File: src/rtl/addroundkey_stage.sv
// AES AddRoundKey pipeline stage: XORs the column-mixed state with the round key and tags each beat
// with its round index. Define ADDROUNDKEY_SKID_EN for a 2-entry skid buffer with registered in_ready.
module addroundkey_stage #(
    parameter int unsigned NR = 10
) (
    input  logic         clk,
    input  logic         rst,
    input  logic         restart,
    input  logic         in_valid,
    output logic         in_ready,
    input  logic [127:0] in_data,
    input  logic [127:0] in_key,
    output logic         out_valid,
    input  logic         out_ready,
    output logic [127:0] out_data,
    output logic [3:0]   out_round,
    output logic         out_last
);

    localparam logic [3:0] NR_L = 4'(NR);

    logic         accept;
    logic         transfer;
    logic [3:0]   cnt_q;
    logic [3:0]   cnt_d;
    logic [3:0]   tag;
    logic         tag_last;
    logic [127:0] xored;

    assign accept   = in_valid & in_ready;
    assign transfer = out_valid & out_ready;
    // restart overrides the counter for a beat accepted in the same cycle
    assign tag      = restart ? 4'd1 : cnt_q;
    assign tag_last = (tag == NR_L);
    assign xored    = in_data ^ in_key;

    always_comb begin
        cnt_d = cnt_q;
        if (accept) begin
            cnt_d = tag_last ? 4'd1 : tag + 4'd1;
        end else if (restart) begin
            cnt_d = 4'd1;
        end
    end

    always_ff @(posedge clk or posedge rst) begin
        if (rst) begin
            cnt_q <= 4'd1;
        end else begin
            cnt_q <= cnt_d;
        end
    end

`ifdef ADDROUNDKEY_SKID_EN
    logic         ready_q;
    logic         skid_valid_q;
    logic [127:0] skid_data_q;
    logic [3:0]   skid_round_q;
    logic         skid_last_q;

    assign in_ready = ready_q;

    always_ff @(posedge clk or posedge rst) begin
        if (rst) begin
            ready_q      <= 1'b1;
            skid_valid_q <= 1'b0;
            skid_data_q  <= '0;
            skid_round_q <= '0;
            skid_last_q  <= 1'b0;
            out_valid    <= 1'b0;
            out_data     <= '0;
            out_round    <= '0;
            out_last     <= 1'b0;
        end else if (!out_valid || transfer) begin
            // Output slot frees up: skid entry has priority over the incoming beat
            if (skid_valid_q) begin
                out_valid    <= 1'b1;
                out_data     <= skid_data_q;
                out_round    <= skid_round_q;
                out_last     <= skid_last_q;
                skid_valid_q <= 1'b0;
                ready_q      <= 1'b1;
            end else if (accept) begin
                out_valid <= 1'b1;
                out_data  <= xored;
                out_round <= tag;
                out_last  <= tag_last;
            end else begin
                out_valid <= 1'b0;
            end
        end else if (accept) begin
            skid_valid_q <= 1'b1;
            skid_data_q  <= xored;
            skid_round_q <= tag;
            skid_last_q  <= tag_last;
            ready_q      <= 1'b0;
        end
    end
`else
    assign in_ready = ~out_valid | out_ready;

    always_ff @(posedge clk or posedge rst) begin
        if (rst) begin
            out_valid <= 1'b0;
            out_data  <= '0;
            out_round <= '0;
            out_last  <= 1'b0;
        end else if (accept) begin
            out_valid <= 1'b1;
            out_data  <= xored;
            out_round <= tag;
            out_last  <= tag_last;
        end else if (transfer) begin
            out_valid <= 1'b0;
        end
    end
`endif

endmodule

File: config.mk
export PLATFORM = sky130hd
export DESIGN_NAME = addroundkey_stage
export DESIGN_NICKNAME = d
export VERILOG_FILES = /design/src/rtl/addroundkey_stage.sv
export SDC_FILE = /design/constraint.sdc
export NUM_CORES = 1
export LEC_CHECK = 0
export CORE_AREA = 2 2 152 154
export CTS_BUF_LIST = sky130_fd_sc_hd__clkbuf_16
export DETAILED_ROUTE_END_ITERATION = 12
export DIE_AREA = 0 0 154 156
export PLACE_DENSITY = 0.64
export SKIP_CTS_REPAIR_TIMING = 1
export SYNTH_ARGS = -nofsm -noshare
export SYNTH_HDL_FRONTEND = slang
export SYNTH_SLANG_ARGS = --single-unit
File: constraint.sdc
create_clock -name clk -period 4.4 [get_ports clk]
set_input_delay 0.88 -clock clk [delete_from_list [all_inputs] [get_ports clk]]
set_output_delay 0.88 -clock clk [all_outputs]
set_load 0.005 [all_outputs]
==> metrics.csv <==
stage,metric,value,unit
placed_design,gpl congestion,0.7480,
yosys,Post-Syn Instances,602,
sta,Final min period,3031,ps
route,DR WL/cell,16.32,µm
placed_design,worst setup slack after placement,1370,ps
cells_and_area,Final Util,49.41,%
global_routing,initial antenna violation count,0,
critical_path,worst setup path class,in2out,
power,Net Sw Power,1.076,mW
route,Antenna Violating Nets Remaining,0,
floorplan,core area,22370,µm²
critical_path,cell mode on critical path,clkdlybuf4s50_1,
clocking,TritonCTS Sinks,138,
sta,Slew Limit Fails,0,
critical_path,R2R Path End,out_data[95],
power,Peak supply drop,234.8,µV
clocking,Root Buffer Master,clkbuf_16,
critical_path,family with the most delay on the worst path,buffers and inverters,
critical_path,CP Capture Type,output pin,
cells_and_area,"most common cell after layout, fill and taps aside",clkdlybuf4s50_1,
run_status,status,finished clean,
sta,Final Hold Vio Count,0,
floorplan,I/O Pins,396,
critical_path,critical path's slowest cell,clkdlybuf4s50_1,
critical_path,reg2reg path depth,5,
yosys,synthesized area per cell,10.50,µm²
clocking,clock transition at the registers of the reported paths,60,ps
power,LEAKAGE,4.175,nW
power,combinational power share,26.4,%
floorplan,row cnt,55,
sta,Slew @ Worst Pin,1105,ps
route,routed vias/inst,4.545,
sta,setup violators final,0,
critical_path,"Arr. time, crit path",2150,ps
sta,RSZ-0062 raised after global routing,false,
yosys,Synth Register Bits,138,
floorplan,Vert. Die Dim,156,µm
sta,Final TNS setup,0,ps
sta,Max-slew headroom,26.19,%
cells_and_area,design area,11050,µm²
sta,crit share post-route,68.89,%
clocking,H-tree depth,4,
route,initial drt markers,268,
yosys,Yosys cell types,28,
critical_path,crit-path cells,clkdlybuf4s50_1 > nor2b_4 > inv_2 > clkdlybuf4s50_1,
sta,maximum clock frequency,329.9,MHz
route,Post-route DRC,0,
yosys,Syn Nets,863,
route,via count,5800,
yosys,YS warnings,0,
placed_design,DP Area,10450,µm²
global_routing,grt total ovfl,0,
global_routing,largest net degree at the start of global routing,139,
critical_path,Worst Path Max Fanout,12,
sta,fin worst setup slack,1369,ps
critical_path,Worst EP required,3520,ps
power,pwr dens,372.6,nW/µm²
clocking,CTS tree,yes,
critical_path,"setup slack, reg-to-reg",2380,ps
clocking,number of CTS-inserted buffers,17,
critical_path,Setup crit start,out_ready,
sta,Clock Skews,9.387,ps
yosys,XOR/XNOR Fraction of Synth Area,17.88,%
placed_design,HPWL after detailed placement,15130,µm
yosys,mux contribution to synthesized area,0.3366,%
cells_and_area,P&R area growth vs syn,74.89,%
critical_path,worst r2r src,out_valid,
yosys,Post-Synth Adder-Cell Area,0,%
placed_design,port buffer count,395,
critical_path,worst setup path end,in_ready,
floorplan,die footprint,24020,µm²
floorplan,width of the die,154,µm
clocking,Worst-Skew Late Latency,410,ps
clocking,CTS Buffer Depth,2,
cells_and_area,ant diodes,0,
global_routing,Total Routing Usage GR,16.94,%
yosys,Compound-Gate Fraction of Synth Area,21.45,%
power,Net Sw Frac,26.13,%
critical_path,max incr delay on CP,540,ps
floorplan,initial core utilization,28.25,%
yosys,Synth Area in Simple Gates,1.624,%
yosys,largest family of logic cells by synthesized area,compound AO/OA/AOI/OAI gates,
power,cell-internal power,3.042,mW
yosys,Syn Std Cell Area,6319,µm²
power,Clk pwr share,35.5,%
global_routing,first-pass GRT wire length,31890,µm
power,Flop pwr share,38.1,%
route,Detailed Routing Iterations Pass 1,4,
run,maxcap violations,0,
critical_path,Crit path depth,4,
hold_path,hold_sp,out_data[119],
critical_path,startpoint types,input port,
critical_path,crit path buf inv count,3,
cells_and_area,layout cells sized above 1,4.541,%
hold_path,Hold WC Path Type,reg2reg,
global_routing,vias in the first global route,5788,
route,Routed WL,20820,µm
cells_and_area,FILL cells,2094,
cells_and_area,nets,1239,
cells_and_area,most frequent cells in the layout,"clkdlybuf4s50_1, o21ai_0, dfrtp_1",
yosys,sequential-to-total area share from yosys stat,54.67,%
sta,WHS,504.7,ps
## worst register-to-register path, stage by stage (launching register included)
cell and delay, ps:
dfrtp_1 380, nor2b_4 210, inv_2 120, nand2_2 360, buf_4 560, o21ai_0 240
## Yosys cell counts (all sizes together)
| library cell | number | area, µm² |
|---|---|---|
| dfrtp | 137 | 3428 |
| or2 | 1 | 6.260 |
| nor2 | 3 | 13.77 |
| o41ai | 1 | 8.760 |
| dfstp | 1 | 26.28 |
| o2bb2ai | 2 | 17.52 |
| clkbuf | 27 | 101.4 |
| or4 | 1 | 7.510 |
| a21oi | 92 | 460.4 |
| inv | 4 | 15.02 |
| nand4 | 2 | 12.51 |
| xnor2 | 129 | 1130 |
| buf | 17 | 138.9 |
| o211ai | 1 | 7.510 |
| nor2b | 4 | 32.53 |
| o21ai | 172 | 860.8 |
| nand2 | 4 | 17.52 |
| mux2i | 1 | 10.01 |
| nand2b | 2 | 12.51 |
| mux2 | 1 | 11.26 |
## registers in the layout (all words and copies together) (netlist names)
name / flops
cnt_q: 4
out_data: 128
out_last: 1
out_round: 4
out_valid: 1
## layout make-up
class,count,area [µm²],share of cell area (%)
flip-flops and latches,138,3455,31.26
well taps,285,356.6,3.227
clock inverters,15,175.2,1.585
repair buffers,401,4006,36.25
multi-input cells,416,2614,23.65
inverters,4,18.77,0.1698
clock buffers,17,425.4,3.850
## per-stage QoR
step                total power [mW]  cells
floorplan                      1.925    602
global placement               2.676   1244
detailed placement             2.690   1244
CTS                            4.180   1276
global route                   4.340   1276
finish                         4.118   1276
## routing by layer
layer / track usage [%] / vias to the layer above / routed length [µm]
met4: 4.406 / 0 / 195
li1: - / 2823 / -
met5: 0 / - / 0
met1: 20.52 / 2744 / 8433
met3: 5.194 / 10 / 1545
met2: 29.38 / 223 / 10640
## how the worst min path moves through the flow
stage / slack (ps) / cells after the start / to
floorplan: 480 / 1 / out_last
global placement: 490 / 2 / out_data[113]
detailed placement: 500 / 2 / out_data[105]
CTS: 510 / 2 / out_data[105]
global route: 540 / 2 / out_data[119]
finish: 500 / 2 / out_data[119]
## power groups by stage
| stage | combinational, mW | clock [mW] | sequential (mW) |
|---|---|---|---|
| after CTS | 1.11 | 1.50 | 1.57 |
| after global placement | 1.10 | 0 | 1.58 |
| after floorplan | 0.325 | 0 | 1.60 |
| final | 1.09 | 1.46 | 1.57 |
| after global routing | 1.18 | 1.57 | 1.60 |
| after detailed placement | 1.10 | 0 | 1.59 |
## kinds of logic after synthesis
group	Yosys count
simple gates	17
mux	2
xor+xnor	129
buf+inv	48
compound gates	268
flops	138
Power figures use the tool's default switching activity.
